**config.mk**
```make
export PLATFORM = sky130hd
export DESIGN_NAME = serial_subtractor
export DESIGN_NICKNAME = d
export VERILOG_FILES = /design/src/rtl/sub_pkg.sv /design/src/rtl/sub_cell.sv /design/src/rtl/serial_subtractor.sv
export SDC_FILE = /design/constraint.sdc
export NUM_CORES = 1
export LEC_CHECK = 0
export CAP_MARGIN = 20
export CORE_AREA = 2 2 57 59
export CTS_BUF_LIST = sky130_fd_sc_hd__clkbuf_16
export CTS_CLUSTER_SIZE = 14
export DETAILED_ROUTE_END_ITERATION = 6
export DIE_AREA = 0 0 59 61
export PLACE_DENSITY_LB_ADDON = 0.25
export SETUP_SLACK_MARGIN = 0.5
export SKIP_CTS_REPAIR_TIMING = 1
export SLEW_MARGIN = 20
export SYNTH_ARGS = -nofsm -noshare
export SYNTH_HDL_FRONTEND = slang
export SYNTH_SLANG_ARGS = --single-unit
```
**constraint.sdc**
```tcl
create_clock -name clk -period 3.5 [get_ports clk]
set_input_delay 0.525 -clock clk [delete_from_list [all_inputs] [get_ports clk]]
set_output_delay 0.525 -clock clk [all_outputs]
set_load 0.01 [all_outputs]
```
**src/rtl/sub_pkg.sv**
```systemverilog
// Shared types for the serial subtractor: FSM state encoding and step-counter sizing.
package sub_pkg;

    typedef enum logic [1:0] {
        IDLE = 2'd0,
        RUN  = 2'd1,
        DONE = 2'd2
    } state_t;

    // Width of a counter that indexes WIDTH/BPC steps; never narrower than one bit.
    function automatic int cnt_width(input int width, input int bpc);
        int steps;
        if (bpc < 1) begin
            return 1;
        end
        steps = width / bpc;
        return (steps > 1) ? $clog2(steps) : 1;
    endfunction

endpackage

```
**src/rtl/sub_cell.sv**
```systemverilog
// 1-bit full subtractor cell: diff = x - y - bi, bo = borrow out. Purely combinational.
module sub_cell (
    input  logic x,
    input  logic y,
    input  logic bi,
    output logic diff,
    output logic bo
);

    assign diff = x ^ y ^ bi;
    assign bo   = (~x & y) | (~(x ^ y) & bi);

endmodule

```
**src/rtl/serial_subtractor.sv**
```systemverilog
// Serial a - b - bin, BPC bits per cycle LSB first; result after WIDTH/BPC RUN cycles, done one cycle later.
// start is only taken in IDLE/DONE (ignored while busy); SUB_OVF_EN adds the signed-overflow output ovf.
module serial_subtractor
    import sub_pkg::*;
#(
    parameter int WIDTH = 8,
    parameter int BPC   = 1
) (
    input  logic             clk,
    input  logic             rst,
    input  logic             start,
    input  logic [WIDTH-1:0] a,
    input  logic [WIDTH-1:0] b,
    input  logic             bin,
    output logic             busy,
    output logic             done,
    output logic [WIDTH-1:0] diff,
    output logic             bout
`ifdef SUB_OVF_EN
    ,
    output logic             ovf
`endif
);

    localparam int N  = WIDTH / BPC;
    localparam int CW = cnt_width(WIDTH, BPC);

    generate
        if (WIDTH < 2 || BPC < 1 || BPC > WIDTH || (WIDTH % BPC) != 0) begin : g_bad_params
            $error("serial_subtractor: WIDTH must be >= 2 and a multiple of BPC (WIDTH=%0d BPC=%0d)",
                   WIDTH, BPC);
        end
    endgenerate

    state_t           state;
    state_t           state_nxt;
    logic [CW-1:0]    cnt;
    logic [WIDTH-1:0] a_sh;
    logic [WIDTH-1:0] b_sh;
    logic [WIDTH-1:0] acc;
    logic [WIDTH-1:0] acc_nxt;
    logic             brw;
    logic [BPC-1:0]   cell_d;
    logic [BPC:0]     chain;
    logic             last_step;
    logic             accept;
`ifdef SUB_OVF_EN
    logic             a_msb;
    logic             b_msb;
`endif

    // Ripple chain for this step; the borrow leaving the top cell feeds the next step.
    assign chain[0] = brw;

    generate
        for (genvar i = 0; i < BPC; i++) begin : g_cell
            sub_cell u_cell (
                .x    (a_sh[i]),
                .y    (b_sh[i]),
                .bi   (chain[i]),
                .diff (cell_d[i]),
                .bo   (chain[i+1])
            );
        end
    endgenerate

    // Partial differences enter at the top and slide down, so the LSB step ends up at bit 0.
    generate
        if (BPC == WIDTH) begin : g_acc_full
            assign acc_nxt = cell_d;
        end else begin : g_acc_shift
            assign acc_nxt = {cell_d, acc[WIDTH-1:BPC]};
        end
    endgenerate

    assign last_step = (cnt == CW'(N - 1));
    assign accept    = start && (state != RUN);
    assign busy      = (state == RUN);
    assign done      = (state == DONE);

    always_comb begin
        state_nxt = state;
        case (state)
            IDLE:    if (start) state_nxt = RUN;
            RUN:     if (last_step) state_nxt = DONE;
            DONE:    state_nxt = start ? RUN : IDLE;
            default: state_nxt = IDLE;
        endcase
    end

    always_ff @(posedge clk) begin
        if (rst) begin
            state <= IDLE;
            cnt   <= '0;
            a_sh  <= '0;
            b_sh  <= '0;
            acc   <= '0;
            brw   <= 1'b0;
            diff  <= '0;
            bout  <= 1'b0;
`ifdef SUB_OVF_EN
            a_msb <= 1'b0;
            b_msb <= 1'b0;
            ovf   <= 1'b0;
`endif
        end else begin
            state <= state_nxt;
            if (accept) begin
                a_sh  <= a;
                b_sh  <= b;
                brw   <= bin;
                cnt   <= '0;
`ifdef SUB_OVF_EN
                a_msb <= a[WIDTH-1];
                b_msb <= b[WIDTH-1];
`endif
            end else if (state == RUN) begin
                a_sh <= a_sh >> BPC;
                b_sh <= b_sh >> BPC;
                acc  <= acc_nxt;
                brw  <= chain[BPC];
                cnt  <= cnt + CW'(1);
                // Outputs only change on completion, so they hold the old result while running.
                if (last_step) begin
                    diff <= acc_nxt;
                    bout <= chain[BPC];
`ifdef SUB_OVF_EN
                    ovf  <= (a_msb != b_msb) && (acc_nxt[WIDTH-1] != a_msb);
`endif
                end
            end
        end
    end

endmodule

```
==> results of run 1 <==
==> per-stage QoR <==
step / power (mW) / worst slack, ns / instance area [um^2]
final: 1.06 / 1.14 / 1990
after global routing: 1.11 / 1.03 / 1990
after CTS: 1.07 / 1.13 / 1990
after detailed placement: 0.578 / 1.18 / 1830
after global placement: 0.574 / 1.28 / 1830
after floorplan: 0.545 / 2.18 / 1550
==> Yosys cell counts (2+ instances only) <==
cell type / count / area [um^2]
sky130_fd_sc_hd__buf_4: 3 / 22.5
sky130_fd_sc_hd__nor3_1: 2 / 10.0
sky130_fd_sc_hd__mux2i_1: 16 / 160
sky130_fd_sc_hd__nand3b_1: 4 / 30.0
sky130_fd_sc_hd__ha_1: 2 / 25.0
sky130_fd_sc_hd__a211oi_1: 15 / 113
sky130_fd_sc_hd__a21oi_1: 18 / 90.1
sky130_fd_sc_hd__nand2_1: 33 / 124
sky130_fd_sc_hd__nor2_1: 17 / 63.8
sky130_fd_sc_hd__buf_1: 2 / 7.51
sky130_fd_sc_hd__buf_2: 6 / 30.0
sky130_fd_sc_hd__dfxtp_1: 38 / 761
sky130_fd_sc_hd__nand2b_1: 2 / 12.5
sky130_fd_sc_hd__inv_1: 3 / 11.3
==> report_power, final <==
part           total, mW  switching, mW  internal [mW]
sequential         0.467         0.0123          0.455
combinational      0.101         0.0499         0.0514
clock              0.494          0.161          0.333
total               1.06          0.224          0.839
==> cells by family after synthesis <==
kind of cell | after synthesis | share of synthesized area, %
multiplexers | 16 | 10.4
AO/OA/AOI/OAI | 36 | 15.1
adder cells (fa/ha/maj) | 3 | 2.91
buffers and inverters | 17 | 5.83
AND/OR/NAND/NOR | 60 | 16.5
flip-flops | 38 | 49.2
==> final cells by class <==
class / count / share of cell area (%)
timing repair buffer: 32 / 15.8
multi-input combinational: 115 / 34.9
tap: 33 / 2.07
clock buffer: 5 / 6.28
sequential: 38 / 38.2
inverter: 4 / 0.754
clock inverter: 3 / 2.01
==> tightest hold or removal path, stage by stage, from the launching register on <==
cell and delay [ns]:
sky130_fd_sc_hd__dfxtp_1 0.30, sky130_fd_sc_hd__nand2_1 0.05, sky130_fd_sc_hd__a21oi_1 0.05
==> worst min-delay path by stage <==
stage / start / to / slack (ns) / depth (start not counted)
global placement: acc[1]$_SDFFE_PP0P_ / diff[0]$_SDFFE_PP0P_ / 0.44 / 2
detailed placement: diff[4]$_SDFFE_PP0P_ / diff[4]$_SDFFE_PP0P_ / 0.45 / 2
finish: diff[5]$_SDFFE_PP0P_ / diff[5]$_SDFFE_PP0P_ / 0.45 / 2
global route: diff[0]$_SDFFE_PP0P_ / diff[0]$_SDFFE_PP0P_ / 0.48 / 2
CTS: diff[5]$_SDFFE_PP0P_ / diff[5]$_SDFFE_PP0P_ / 0.46 / 2
floorplan: acc[1]$_SDFFE_PP0P_ / diff[0]$_SDFFE_PP0P_ / 0.43 / 2
==> placed cells by master, fill, tap and decap left out, types with 2 or more instances in the layout <==
master                             n
sky130_fd_sc_hd__a211oi_1         15
sky130_fd_sc_hd__a21oi_1          18
sky130_fd_sc_hd__buf_4             2
sky130_fd_sc_hd__clkbuf_16         5
sky130_fd_sc_hd__clkdlybuf4s50_1  30
sky130_fd_sc_hd__clkinv_2          2
sky130_fd_sc_hd__dfxtp_1          38
sky130_fd_sc_hd__ha_1              2
sky130_fd_sc_hd__inv_1             3
sky130_fd_sc_hd__mux2i_1          16
sky130_fd_sc_hd__nand2_1          33
sky130_fd_sc_hd__nand2b_1          2
sky130_fd_sc_hd__nand3b_1          4
sky130_fd_sc_hd__nor2_1           17
sky130_fd_sc_hd__nor3_1            2
==> per-layer routing <==
layer | up-vias | GRT usage, % | part of all wire, % | wire length [um]
met5 | - | 0 | 0 | 0
met3 | 5 | 6.40 | 4.7 | 135
met1 | 552 | 18.8 | 42 | 1200
met2 | 30 | 31.9 | 52 | 1470
li1 | 628 | - | - | -
met4 | 0 | 8.77 | 1.6 | 45
==> registers in the layout, summed over array words and instances (netlist names) <==
| register | flops |
|---|---|
| state | 2 |
| brw | 1 |
| a_sh | 8 |
| cnt | 3 |
| acc | 7 |
| diff | 8 |
| bout | 1 |
| b_sh | 8 |
==> report_table.html, run 1 <==
<table>
<tr><th>Metric</th><th>Value</th></tr>
<tr><th colspan="2">Timing</th></tr>
<tr><td>Setup clock skew after layout</td><td>about 0.0044 ns</td></tr>
<tr><td>Max_slew headroom</td><td>28.5%</td></tr>
<tr><td>Fmax</td><td>~420 MHz</td></tr>
<tr><td>Final min period</td><td>2.36 ns</td></tr>
<tr><td>Worst Hold Margin</td><td>0.454 ns</td></tr>
<tr><td>RSZ-0062 raised after global routing</td><td>false</td></tr>
<tr><td>Slew at the pin closest to its max-slew limit</td><td>about 1.1 ns</td></tr>
<tr><td>Total of endpoints with negative setup slack in the final report</td><td>0</td></tr>
<tr><td>Total count of max-transition violations in the final report</td><td>0</td></tr>
<tr><td>Setup TNS Final</td><td>0 ns</td></tr>
<tr><td>Final hold violations</td><td>0</td></tr>
<tr><td>Period Utilization, post-route</td><td>67.5%</td></tr>
<tr><th colspan="2">Place</th></tr>
<tr><td>Number of port buffers</td><td>30</td></tr>
<tr><td>Post-placement cell count</td><td>222</td></tr>
<tr><td>Gpl congestion</td><td>0.701</td></tr>
<tr><td>DP Wirelength</td><td>1.91 mm</td></tr>
<tr><th colspan="2">Critical path</th></tr>
<tr><td>Worst Path Max Fanout</td><td>41</td></tr>
<tr><td>WP data required</td><td>2.97 ns</td></tr>
<tr><td>Slowest stage cell, crit path</td><td>sky130_fd_sc_hd__clkdlybuf4s50_1</td></tr>
<tr><td>Cell count of the worst reg-to-reg path</td><td>5</td></tr>
<tr><td>Path length in cells of the critical path</td><td>4</td></tr>
<tr><td>Category of the most critical setup path</td><td>reg -&gt; out</td></tr>
<tr><td>Cells along the critical path</td><td>nand2b_1 &gt; buf_4 &gt; inv_2 &gt; clkdlybuf4s50_1</td></tr>
<tr><td>Element type at the critical path start</td><td>register</td></tr>
<tr><td>CP max stage delay</td><td>0.59 ns</td></tr>
<tr><td>Worst EP arrival</td><td>roughly 1.8 ns</td></tr>
<tr><td>Largest delay contributor family on the critical path</td><td>buffers and inverters</td></tr>
<tr><td>Kind of end point of the critical path</td><td>output pin</td></tr>
<tr><td>CP startpoint</td><td>state[1]$_SDFFE_PP0P_</td></tr>
<tr><td>Worst flop-to-flop path endpoint</td><td>bout$_SDFFE_PP0P_</td></tr>
<tr><td>Endpoint of the worst setup timing path</td><td>busy</td></tr>
<tr><td>Register-to-register path setup slack</td><td>2.07 ns</td></tr>
<tr><td>Reg-to-Reg Start</td><td>cnt[0]$_SDFFE_PP0N_</td></tr>
<tr><td>Number of buffers and inverters on the critical path</td><td>3</td></tr>
<tr><th colspan="2">Die</th></tr>
<tr><td>Number of top-level design ports</td><td>31</td></tr>
<tr><td>Initial standard-cell utilization of the core</td><td>52.3%</td></tr>
<tr><td>Area of the core</td><td>0.00295 mm^2</td></tr>
<tr><td>Horizontal die dimension</td><td>between 50 and 60 um</td></tr>
<tr><td>Die H</td><td>between 60 and 70 um</td></tr>
<tr><td>Std-Cell Rows</td><td>20</td></tr>
<tr><td>Die ar.</td><td>0.00360 mm^2</td></tr>
<tr><th colspan="2">Cells and area</th></tr>
<tr><td>Final cell utilization of the core</td><td>between 60% and 70%</td></tr>
<tr><td>Fillcell total</td><td>between 200 and 300</td></tr>
<tr><td>Sequential standard cell area</td><td>761 um^2</td></tr>
<tr><td>Fin nets</td><td>219</td></tr>
<tr><td>Non-filler cells in the finished layout</td><td>230</td></tr>
<tr><td>Area used by multi-input combinational logic</td><td>slightly below 700 um^2</td></tr>
<tr><td>Fraction of final layout cells sized beyond drive strength 1</td><td>6.09%</td></tr>
<tr><td># diodes</td><td>0</td></tr>
<tr><td>Synthesis-to-finish area growth</td><td>28.9%</td></tr>
<tr><th colspan="2">Detailed routing</th></tr>
<tr><td>Number of nets with antenna violations after detailed routing</td><td>0</td></tr>
<tr><td>Number of design rule violations left after detail routing</td><td>0</td></tr>
<tr><td>First-pass iteration count of the detailed router</td><td>4</td></tr>
<tr><td>Number of DRC violations after detailed-routing iteration 0</td><td>41</td></tr>
<tr><td>Post-detailed-routing wire length</td><td>2.85 mm</td></tr>
<tr><td>Vias per cell</td><td>between 5 and 6</td></tr>
<tr><td>Routed len/inst</td><td>~12 um</td></tr>
<tr><td>Via total after detailed routing</td><td>1215</td></tr>
<tr><th colspan="2">Yosys</th></tr>
<tr><td>Net count after synthesis</td><td>~190</td></tr>
<tr><td>Share of the yosys chip area belonging to registers</td><td>49.2%</td></tr>
<tr><td>Number of synthesized flops with an enable pin</td><td>0</td></tr>
<tr><td>Async set-reset flop share out of synthesis</td><td>0%</td></tr>
<tr><td>Number of distinct library cells after synthesis</td><td>23</td></tr>
<tr><td>Syn_area_per_cell</td><td>~9 um^2</td></tr>
<tr><td>Total standard cell area after synthesis</td><td>0.00155 mm^2</td></tr>
<tr><td>Primary FF master, synth</td><td>sky130_fd_sc_hd__dfxtp_1</td></tr>
<tr><td>Count of state elements after synthesis</td><td>38</td></tr>
<tr><td>Synthesized instance count</td><td>170</td></tr>
<tr><td>Yosys warning count</td><td>0</td></tr>
<tr><th colspan="2">Job</th></tr>
<tr><td>Maximum Capacitance Violations</td><td>0</td></tr>
<tr><th colspan="2">GRT</th></tr>
<tr><td>First-pass GRT wire length</td><td>4.72 mm</td></tr>
<tr><td>GRT overflow</td><td>0</td></tr>
<tr><td>Via count of the first global-routing pass</td><td>1124</td></tr>
<tr><td>Largest net degree at the start of global routing</td><td>between 40 and 50</td></tr>
<tr><td>Antenna violations before repair</td><td>0</td></tr>
<tr><td>Overall Global Routing Usage</td><td>17.9%</td></tr>
<tr><th colspan="2">Pwr</th></tr>
<tr><td>Power per Cell Area</td><td>534 mW/mm^2</td></tr>
<tr><td>Leakage power figure</td><td>0.775 nW</td></tr>
<tr><td>Peak supply drop</td><td>0.000398 V</td></tr>
<tr><th colspan="2">CTS</th></tr>
<tr><td>CTS Buffer Depth</td><td>2</td></tr>
<tr><td>Clock tree from TritonCTS</td><td>yes</td></tr>
<tr><td>Clock latency on the worst-skew pair</td><td>between 0.2 and 0.3 ns</td></tr>
<tr><td>Clk slew on worst S/H paths</td><td>0.06 ns</td></tr>
<tr><td>Number of levels in the clock H-tree</td><td>2</td></tr>
<tr><td>TritonCTS Buffers</td><td>5</td></tr>
<tr><td>Clock root buffer master</td><td>sky130_fd_sc_hd__clkbuf_16</td></tr>
<tr><td>Sink count of the clock tree</td><td>38</td></tr>
<tr><th colspan="2">Min path</th></tr>
<tr><td>Class of the most critical hold timing path</td><td>reg -&gt; reg</td></tr>
<tr><th colspan="2">Outcome</th></tr>
<tr><td>Run status</td><td>complete, no violations</td></tr>
</table>
No activity file was read; power rests on OpenSTA's default activity.
==> inputs of run 2 (changes only) <==
Settings changed: CORE_AREA 2 2 57 59 to 2 2 59 61, DIE_AREA 0 0 59 61 to 0 0 61 63.
Clock period 3.5 ns to 2.35 ns, I/O delays scaled along.
==> run 2 against run 1 <==
Clock skew fell by 0.0017 ns. Worst setup slack got worse by 0.54 ns. Die area grew 6.8%. Non-clock buffer count is 1 higher. Sequential power is 49% higher. Utilization is 4.7 points lower. Routed wire length fell by 0.35%. Clock power grew 49%. Register-to-register slack worse by 1.2 ns. Critical endpoint unchanged.
==> report_table.html, run 2 (synthesis results as in run 1) <==
<table>
<tr><th>Metric</th><th>Value</th></tr>
<tr><th colspan="2">Place</th></tr>
<tr><td>DP Wirelength</td><td>1.93 mm (+0.97%)</td></tr>
<tr><td>Post-placement cell count</td><td>236 (+6.3%)</td></tr>
<tr><td>Number of port buffers</td><td>30 (unchanged)</td></tr>
<tr><td>Gpl congestion</td><td>0.736 (+4.9%)</td></tr>
<tr><th colspan="2">Min path</th></tr>
<tr><td>Class of the most critical hold timing path</td><td>reg -&gt; reg</td></tr>
<tr><td>WHS Path Cells</td><td>2 (unchanged)</td></tr>
<tr><td>Startpoint of the lowest-slack hold path</td><td>diff[6]$_SDFFE_PP0P_</td></tr>
<tr><td>Worst Hold Path EP</td><td>diff[6]$_SDFFE_PP0P_</td></tr>
<tr><th colspan="2">GRT</th></tr>
<tr><td>First-pass GRT wire length</td><td>5.00 mm (+6.0%)</td></tr>
<tr><td>Overall Global Routing Usage</td><td>17.5% (-0.38 points)</td></tr>
<tr><td>Antenna violations before repair</td><td>0 (unchanged)</td></tr>
<tr><td>Via count of the first global-routing pass</td><td>1168 (+3.9%)</td></tr>
<tr><td>GRT overflow</td><td>0 (unchanged)</td></tr>
<tr><td>Largest net degree at the start of global routing</td><td>41 (-2.4%)</td></tr>
<tr><th colspan="2">Detailed routing</th></tr>
<tr><td>Vias per cell</td><td>5.09 (-3.6%)</td></tr>
<tr><td>First-pass iteration count of the detailed router</td><td>4 (unchanged)</td></tr>
<tr><td>Number of nets with antenna violations after detailed routing</td><td>0 (unchanged)</td></tr>
<tr><td>Number of design rule violations left after detail routing</td><td>0 (unchanged)</td></tr>
<tr><td>Number of DRC violations after detailed-routing iteration 0</td><td>26 (-37%)</td></tr>
<tr><td>Routed len/inst</td><td>11.6 um (-6.1%)</td></tr>
<tr><td>Via total after detailed routing</td><td>1243 (+2.3%)</td></tr>
<tr><td>Post-detailed-routing wire length</td><td>2.84 mm (-0.35%)</td></tr>
<tr><th colspan="2">Critical path</th></tr>
<tr><td>Category of the most critical setup path</td><td>reg -&gt; out</td></tr>
<tr><td>Register-to-register path setup slack</td><td>0.91 ns (-1.16 ns)</td></tr>
<tr><td>Element type at the critical path start</td><td>register</td></tr>
<tr><td>Worst EP arrival</td><td>1.40 ns (-0.44 ns)</td></tr>
<tr><td>Cells along the critical path</td><td>nand2b_4 &gt; clkinv_4 &gt; clkdlybuf4s50_1</td></tr>
<tr><td>Cell count of the worst reg-to-reg path</td><td>5 (unchanged)</td></tr>
<tr><td>Worst flop-to-flop path endpoint</td><td>bout$_SDFFE_PP0P_</td></tr>
<tr><td>Largest delay contributor family on the critical path</td><td>buffers and inverters</td></tr>
<tr><td>Kind of end point of the critical path</td><td>output pin</td></tr>
<tr><td>Reg-to-Reg Start</td><td>cnt[0]$_SDFFE_PP0N_</td></tr>
<tr><td>Number of buffers and inverters on the critical path</td><td>2 (-1)</td></tr>
<tr><td>Worst Path Max Fanout</td><td>14 (-66%)</td></tr>
<tr><td>CP max stage delay</td><td>0.54 ns (-0.05 ns)</td></tr>
<tr><td>Slowest stage cell, crit path</td><td>sky130_fd_sc_hd__clkdlybuf4s50_1</td></tr>
<tr><td>WP data required</td><td>2.00 ns (-0.97 ns)</td></tr>
<tr><th colspan="2">Job</th></tr>
<tr><td>Maximum Capacitance Violations</td><td>0 (unchanged)</td></tr>
<tr><th colspan="2">CTS</th></tr>
<tr><td>Clock latency on the worst-skew pair</td><td>0.28 ns (about the same)</td></tr>
<tr><td>Clk slew on worst S/H paths</td><td>0.05 ns (about the same)</td></tr>
<tr><td>Clock tree from TritonCTS</td><td>yes</td></tr>
<tr><td>Number of levels in the clock H-tree</td><td>2 (unchanged)</td></tr>
<tr><td>Clock root buffer master</td><td>sky130_fd_sc_hd__clkbuf_16</td></tr>
<tr><td>CTS Buffer Depth</td><td>2 (unchanged)</td></tr>
<tr><td>Sink count of the clock tree</td><td>38 (unchanged)</td></tr>
<tr><td>TritonCTS Buffers</td><td>5 (unchanged)</td></tr>
<tr><th colspan="2">Timing</th></tr>
<tr><td>Setup TNS Final</td><td>0 ns (unchanged)</td></tr>
<tr><td>RSZ-0062 raised after global routing</td><td>false</td></tr>
<tr><td>Final min period</td><td>1.75 ns</td></tr>
<tr><td>Setup clock skew after layout</td><td>0.00270 ns (-0.00171 ns)</td></tr>
<tr><td>Period Utilization, post-route</td><td>between 70% and 80%</td></tr>
<tr><td>Worst Hold Margin</td><td>0.452 ns (-0.00180 ns)</td></tr>
<tr><td>Final hold violations</td><td>0 (unchanged)</td></tr>
<tr><td>Slew at the pin closest to its max-slew limit</td><td>0.386 ns (-0.683 ns)</td></tr>
<tr><td>Max_slew headroom</td><td>74.2% (+46 points)</td></tr>
<tr><td>Total count of max-transition violations in the final report</td><td>0 (unchanged)</td></tr>
<tr><td>Fmax</td><td>around 570 MHz</td></tr>
<tr><td>Total of endpoints with negative setup slack in the final report</td><td>0 (unchanged)</td></tr>
<tr><th colspan="2">Die</th></tr>
<tr><td>Die H</td><td>63 um (+3.3%)</td></tr>
<tr><td>Initial standard-cell utilization of the core</td><td>47.8% (-4.5 points)</td></tr>
<tr><td>Std-Cell Rows</td><td>21 (+5.0%)</td></tr>
<tr><td>Horizontal die dimension</td><td>61 um (+3.4%)</td></tr>
<tr><td>Die ar.</td><td>0.00384 mm^2 (+6.8%)</td></tr>
<tr><td>Area of the core</td><td>0.00323 mm^2 (+9.4%)</td></tr>
<tr><td>Number of top-level design ports</td><td>31 (unchanged)</td></tr>
<tr><th colspan="2">Cells and area</th></tr>
<tr><td>Top Registers</td><td>a_sh (8), b_sh (8), diff (8)</td></tr>
<tr><td>Fin nets</td><td>220 (+0.46%)</td></tr>
<tr><td>Top library cells by usage in the layout, fill and taps aside</td><td>sky130_fd_sc_hd__dfxtp_1 (37), sky130_fd_sc_hd__nand2_1 (33), sky130_fd_sc_hd__clkdlybuf4s50_1 (30), sky130_fd_sc_hd__a21oi_1 (18), sky130_fd_sc_hd__nor2_1 (17)</td></tr>
<tr><td>Synthesis-to-finish area growth</td><td>31.3%</td></tr>
<tr><td>Leading cell type in the layout, fill and taps excluded</td><td>sky130_fd_sc_hd__dfxtp_1</td></tr>
<tr><td># diodes</td><td>0 (unchanged)</td></tr>
<tr><td>Fraction of final layout cells sized beyond drive strength 1</td><td>7.58% (+1.5 points)</td></tr>
<tr><td>Non-filler cells in the finished layout</td><td>244 (+6.1%)</td></tr>
<tr><th colspan="2">Pwr</th></tr>
<tr><td>Post-route total power</td><td>1.59 mW (+49%)</td></tr>
<tr><td>Leakage power figure</td><td>0.780 nW (+0.69%)</td></tr>
<tr><td>Peak supply drop</td><td>0.000510 V (+28%)</td></tr>
<tr><td>Power per Cell Area</td><td>782 mW/mm^2 (+46%)</td></tr>
<tr><th colspan="2">Outcome</th></tr>
<tr><td>Run status</td><td>complete, no violations</td></tr>
</table>
==> run 2: cell types whose count changed in the layout (fill, tap and decap cells not counted), sizes merged <==
cell	change
buf	+1
clkinv	+1
inv	-1
==> run 2: worst max-delay path by stage <==
stage	start	endpoint	slack, ns	cells past startpoint
6_report	state[1]$_SDFFE_PP0P_	busy	0.60	3
5_1_grt	state[1]$_SDFFE_PP0P_	busy	0.54	3
4_1_cts	state[0]$_SDFFE_PP0P_	busy	0.40	3
3_5_place_dp	state[0]$_SDFFE_PP0P_	busy	0.71	3
3_3_place_gp	state[1]$_SDFFE_PP0P_	busy	0.76	3
2_1_floorplan	cnt[0]$_SDFFE_PP0N_	bout$_SDFFE_PP0P_	1.07	5
==> run 2: layout make-up <==
type                       instances  area, um^2
clock inverter                     3        40.0
clock buffer                       5         125
tap                               46        57.6
timing repair buffer              33         323
sequential                        38         762
inverter                           4        20.0
fill                             298        1200
multi-input combinational        115         702
==> run 2: where the power goes <==
part	switching (mW)	internal, mW	leakage, nW
sequential	0.0191	0.678	0.311
combinational	0.0761	0.0781	0.386
clock	0.240	0.496	0.0836
==> run 2: per-stage QoR <==
| stage | utilization, % | area [um^2] | setup WS, ns |
|---|---|---|---|
| final | 62.8 | 2030 | 0.598 |
| after global routing | 62.8 | 2030 | 0.537 |
| after CTS | 62.4 | 2020 | 0.400 |
| after detailed placement | 57.3 | 1850 | 0.707 |
| after global placement | 57.3 | 1850 | 0.764 |
| after floorplan | - | 1550 | 1.07 |
==> run 2: per-layer routing <==
layer  GRT usage (%)  routed length [um]
met3            6.83                 160
met2            27.7                1320
met4            7.34                  57
met5               0                   0
met1            20.7                1290
==> run 2: worst reg2reg max path, cell delays in order (launching register included) <==
cell                       delay (ns)
sky130_fd_sc_hd__dfxtp_1         0.35
sky130_fd_sc_hd__ha_1            0.16
sky130_fd_sc_hd__ha_1            0.18
sky130_fd_sc_hd__and3b_1         0.38
sky130_fd_sc_hd__nor2_1          0.07
sky130_fd_sc_hd__a211oi_1        0.22
==> inputs of run 3 (changes only) <==
Settings changed: CORE_AREA 2 2 59 61 to 2 2 62 64, DIE_AREA 0 0 61 63 to 0 0 64 66.
Clock period 2.35 ns to 1.5 ns, I/O delays scaled along.
==> run 3 against run 2 <==
Global-route usage fell by 2.0 points. Register-to-register slack worse by 0.65 ns. Cell count up 5.7%. Largest power group is now sequential cells. Via count grew 5.9%. Routed wire length up 27%. Worst hold slack hardly changed. Die area up 9.9%. Count of clock-buffer cells in the layout stayed put.
==> report_table.html, run 3 (synthesis results as in run 1) <==
<table>
<tr><th>Metric</th><th>Value</th></tr>
<tr><th colspan="2">Outcome</th></tr>
<tr><td>Run status</td><td>complete, no violations</td></tr>
<tr><th colspan="2">CTS</th></tr>
<tr><td>Number of levels in the clock H-tree</td><td>2 (unchanged)</td></tr>
<tr><td>Clock root buffer master</td><td>sky130_fd_sc_hd__clkbuf_16</td></tr>
<tr><td>Clock latency on the worst-skew pair</td><td>0.28 ns (about the same)</td></tr>
<tr><td>Sink count of the clock tree</td><td>38 (unchanged)</td></tr>
<tr><td>Clock tree from TritonCTS</td><td>yes</td></tr>
<tr><td>Clk slew on worst S/H paths</td><td>0.05 ns (about the same)</td></tr>
<tr><td>TritonCTS Buffers</td><td>5 (unchanged)</td></tr>
<tr><td>CTS Buffer Depth</td><td>2 (unchanged)</td></tr>
<tr><th colspan="2">Cells and area</th></tr>
<tr><td># diodes</td><td>0 (unchanged)</td></tr>
<tr><td>Synthesis-to-finish area growth</td><td>50.9%</td></tr>
<tr><td>Fillcell total</td><td>274 (-8.1%)</td></tr>
<tr><td>Post-route cell area</td><td>0.00233 mm^2 (+15%)</td></tr>
<tr><td>Leading cell type in the layout, fill and taps excluded</td><td>sky130_fd_sc_hd__dfxtp_1</td></tr>
<tr><td>Top Registers</td><td>a_sh (8), b_sh (8), diff (8)</td></tr>
<tr><td>Fraction of final layout cells sized beyond drive strength 1</td><td>30.5% (+23 points)</td></tr>
<tr><td>Top library cells by usage in the layout, fill and taps aside</td><td>sky130_fd_sc_hd__dfxtp_1 (30), sky130_fd_sc_hd__nand2_1 (27), sky130_fd_sc_hd__clkdlybuf4s50_1 (18), sky130_fd_sc_hd__nor2_1 (16), sky130_fd_sc_hd__mux2i_1 (16)</td></tr>
<tr><td>Fin nets</td><td>232 (+5.5%)</td></tr>
<tr><th colspan="2">Detailed routing</th></tr>
<tr><td>Via total after detailed routing</td><td>1316 (+5.9%)</td></tr>
<tr><td>Routed len/inst</td><td>13.9 um (+20%)</td></tr>
<tr><td>Vias per cell</td><td>5.10 (+0.13%)</td></tr>
<tr><td>Number of nets with antenna violations after detailed routing</td><td>0 (unchanged)</td></tr>
<tr><td>First-pass iteration count of the detailed router</td><td>4 (unchanged)</td></tr>
<tr><td>Number of DRC violations after detailed-routing iteration 0</td><td>50 (+92%)</td></tr>
<tr><td>Post-detailed-routing wire length</td><td>3.60 mm (+27%)</td></tr>
<tr><td>Number of design rule violations left after detail routing</td><td>0 (unchanged)</td></tr>
<tr><th colspan="2">Timing</th></tr>
<tr><td>Total count of max-transition violations in the final report</td><td>0 (unchanged)</td></tr>
<tr><td>Final hold violations</td><td>0 (unchanged)</td></tr>
<tr><td>RSZ-0062 raised after global routing</td><td>true</td></tr>
<tr><td>Final min period</td><td>1.24 ns</td></tr>
<tr><td>Setup TNS Final</td><td>0 ns (unchanged)</td></tr>
<tr><td>Slew at the pin closest to its max-slew limit</td><td>0.226 ns (-0.160 ns)</td></tr>
<tr><td>Fmax</td><td>807 MHz</td></tr>
<tr><td>Max_slew headroom</td><td>84.9% (+11 points)</td></tr>
<tr><td>Setup clock skew after layout</td><td>0.00199 ns (-0.000711 ns)</td></tr>
<tr><td>Total of endpoints with negative setup slack in the final report</td><td>0 (unchanged)</td></tr>
<tr><td>Period Utilization, post-route</td><td>82.6%</td></tr>
<tr><th colspan="2">Pwr</th></tr>
<tr><td>Peak supply drop</td><td>0.000673 V (+32%)</td></tr>
<tr><td>Clock network fraction of design power</td><td>39.8% (-6.6 points)</td></tr>
<tr><td>Power per Cell Area</td><td>1040 mW/mm^2 (+33%)</td></tr>
<tr><td>Share of power burned in registers</td><td>45.2% (+1.3 points)</td></tr>
<tr><td>Leakage power figure</td><td>0.954 nW (+22%)</td></tr>
<tr><td>Internal power</td><td>1.86 mW (+49%)</td></tr>
<tr><td>Switching power share of the total</td><td>23.2% (+2.1 points)</td></tr>
<tr><td>Switching power of the nets</td><td>0.562 mW (+68%)</td></tr>
<tr><td>Combinational power share</td><td>14.9% (+5.2 points)</td></tr>
<tr><th colspan="2">Critical path</th></tr>
<tr><td>Number of buffers and inverters on the critical path</td><td>1 (-1)</td></tr>
<tr><td>Slowest stage cell, crit path</td><td>sky130_fd_sc_hd__dfxtp_2</td></tr>
<tr><td>Element type at the critical path start</td><td>register</td></tr>
<tr><td>Worst Path Max Fanout</td><td>10 (-4)</td></tr>
<tr><td>Category of the most critical setup path</td><td>reg -&gt; reg</td></tr>
<tr><td>Cell count of the worst reg-to-reg path</td><td>6 (+1)</td></tr>
<tr><td>Path length in cells of the critical path</td><td>6 (+3)</td></tr>
<tr><td>Largest delay contributor family on the critical path</td><td>flip-flops</td></tr>
<tr><td>WP data required</td><td>1.70 ns (-0.30 ns)</td></tr>
<tr><td>Cells along the critical path</td><td>ha_4 &gt; ha_4 &gt; and3b_1 &gt; buf_6 &gt; nor2_4 &gt; a211oi_2</td></tr>
<tr><td>CP max stage delay</td><td>0.35 ns (-0.19 ns)</td></tr>
<tr><td>Crit-path most repeated cell</td><td>sky130_fd_sc_hd__ha_4</td></tr>
<tr><td>Kind of end point of the critical path</td><td>register</td></tr>
<tr><td>Worst EP arrival</td><td>1.44 ns (+0.04 ns)</td></tr>
<tr><th colspan="2">GRT</th></tr>
<tr><td>GRT overflow</td><td>0 (unchanged)</td></tr>
<tr><td>Overall Global Routing Usage</td><td>15.5% (-2.0 points)</td></tr>
<tr><td>Via count of the first global-routing pass</td><td>1158 (-0.86%)</td></tr>
<tr><td>Largest net degree at the start of global routing</td><td>41 (unchanged)</td></tr>
<tr><td>First-pass GRT wire length</td><td>4.91 mm (-1.8%)</td></tr>
<tr><td>Antenna violations before repair</td><td>0 (unchanged)</td></tr>
<tr><th colspan="2">Die</th></tr>
<tr><td>Std-Cell Rows</td><td>22 (+4.8%)</td></tr>
<tr><td>Area of the core</td><td>0.00355 mm^2 (+9.9%)</td></tr>
<tr><td>Number of top-level design ports</td><td>31 (unchanged)</td></tr>
<tr><td>Initial standard-cell utilization of the core</td><td>43.5% (-4.3 points)</td></tr>
<tr><td>Horizontal die dimension</td><td>64 um (+4.9%)</td></tr>
<tr><td>Die ar.</td><td>0.00422 mm^2 (+9.9%)</td></tr>
<tr><td>Die H</td><td>66 um (+4.8%)</td></tr>
<tr><th colspan="2">Min path</th></tr>
<tr><td>Class of the most critical hold timing path</td><td>reg -&gt; reg</td></tr>
<tr><td>WHS Path Cells</td><td>2 (unchanged)</td></tr>
<tr><th colspan="2">Place</th></tr>
<tr><td>Number of port buffers</td><td>30 (unchanged)</td></tr>
<tr><td>DP Wirelength</td><td>1.94 mm (+0.59%)</td></tr>
<tr><td>Placement Cell Area</td><td>0.00194 mm^2 (+4.6%)</td></tr>
<tr><td>Gpl congestion</td><td>0.699 (-5.0%)</td></tr>
<tr><th colspan="2">Job</th></tr>
<tr><td>Maximum Capacitance Violations</td><td>0 (unchanged)</td></tr>
</table>
[run 3: cell type report]
class | count | area [um^2] | area share (%)
Multi-Input combinational cell | 116 | 843 | 36.2
Clock inverter | 3 | 11.3 | 0.483
Clock buffer | 5 | 125 | 5.36
Inverter | 4 | 17.5 | 0.751
Tap cell | 48 | 60.1 | 2.58
Sequential cell | 38 | 771 | 33.0
Timing Repair Buffer | 44 | 504 | 21.6
[run 3: power by group through the flow]
stage | clock network [mW] | registers (mW) | logic (mW)
final | 0.965 | 1.10 | 0.362
after global routing | 1.05 | 1.10 | 0.391
after CTS | 0.997 | 1.09 | 0.256
after detailed placement | 0 | 1.11 | 0.255
after global placement | 0 | 1.11 | 0.247
after floorplan | 0 | 1.11 | 0.175
[run 3: final timing paths]
path,start,endpoint,slack (ns)
worst max-delay path,cnt[1]$_SDFFE_PP0N_,bout$_SDFFE_PP0P_,0.26
worst min-delay path,diff[6]$_SDFFE_PP0P_,diff[6]$_SDFFE_PP0P_,0.45
worst max register to register,cnt[1]$_SDFFE_PP0N_,bout$_SDFFE_PP0P_,0.26
worst min register to register,diff[6]$_SDFFE_PP0P_,diff[6]$_SDFFE_PP0P_,0.45
[run 3: metal layers]
| layer | vias up | GRT usage [%] | wire (um) |
|---|---|---|---|
| li1 | 659 | - | - |
| met1 | 623 | 15.7 | 1500 |
| met2 | 26 | 27.5 | 1870 |
| met3 | 8 | 5.62 | 139 |
| met4 | 0 | 8.97 | 80 |
| met5 | - | 0 | 0 |
[run 3: through the flow]
stage / worst slack [ns] / util (%) / instances / hold slack [ns] / power [mW]
2_1_floorplan: 0.346 / - / 170 / 0.386 / 1.28
3_3_place_gp: 0.153 / 54.5 / 240 / 0.442 / 1.36
3_5_place_dp: 0.123 / 54.5 / 240 / 0.446 / 1.37
4_1_cts: -0.131 / 58.4 / 248 / 0.454 / 2.35
5_1_grt: 0.196 / 65.7 / 258 / 0.475 / 2.54
6_report: 0.261 / 65.7 / 258 / 0.453 / 2.42
[run 3: tightest hold or removal path: stages (launching register included)]
cell	delay (ns)
sky130_fd_sc_hd__dfxtp_1	0.30
sky130_fd_sc_hd__nand2_1	0.05
sky130_fd_sc_hd__a21oi_1	0.05
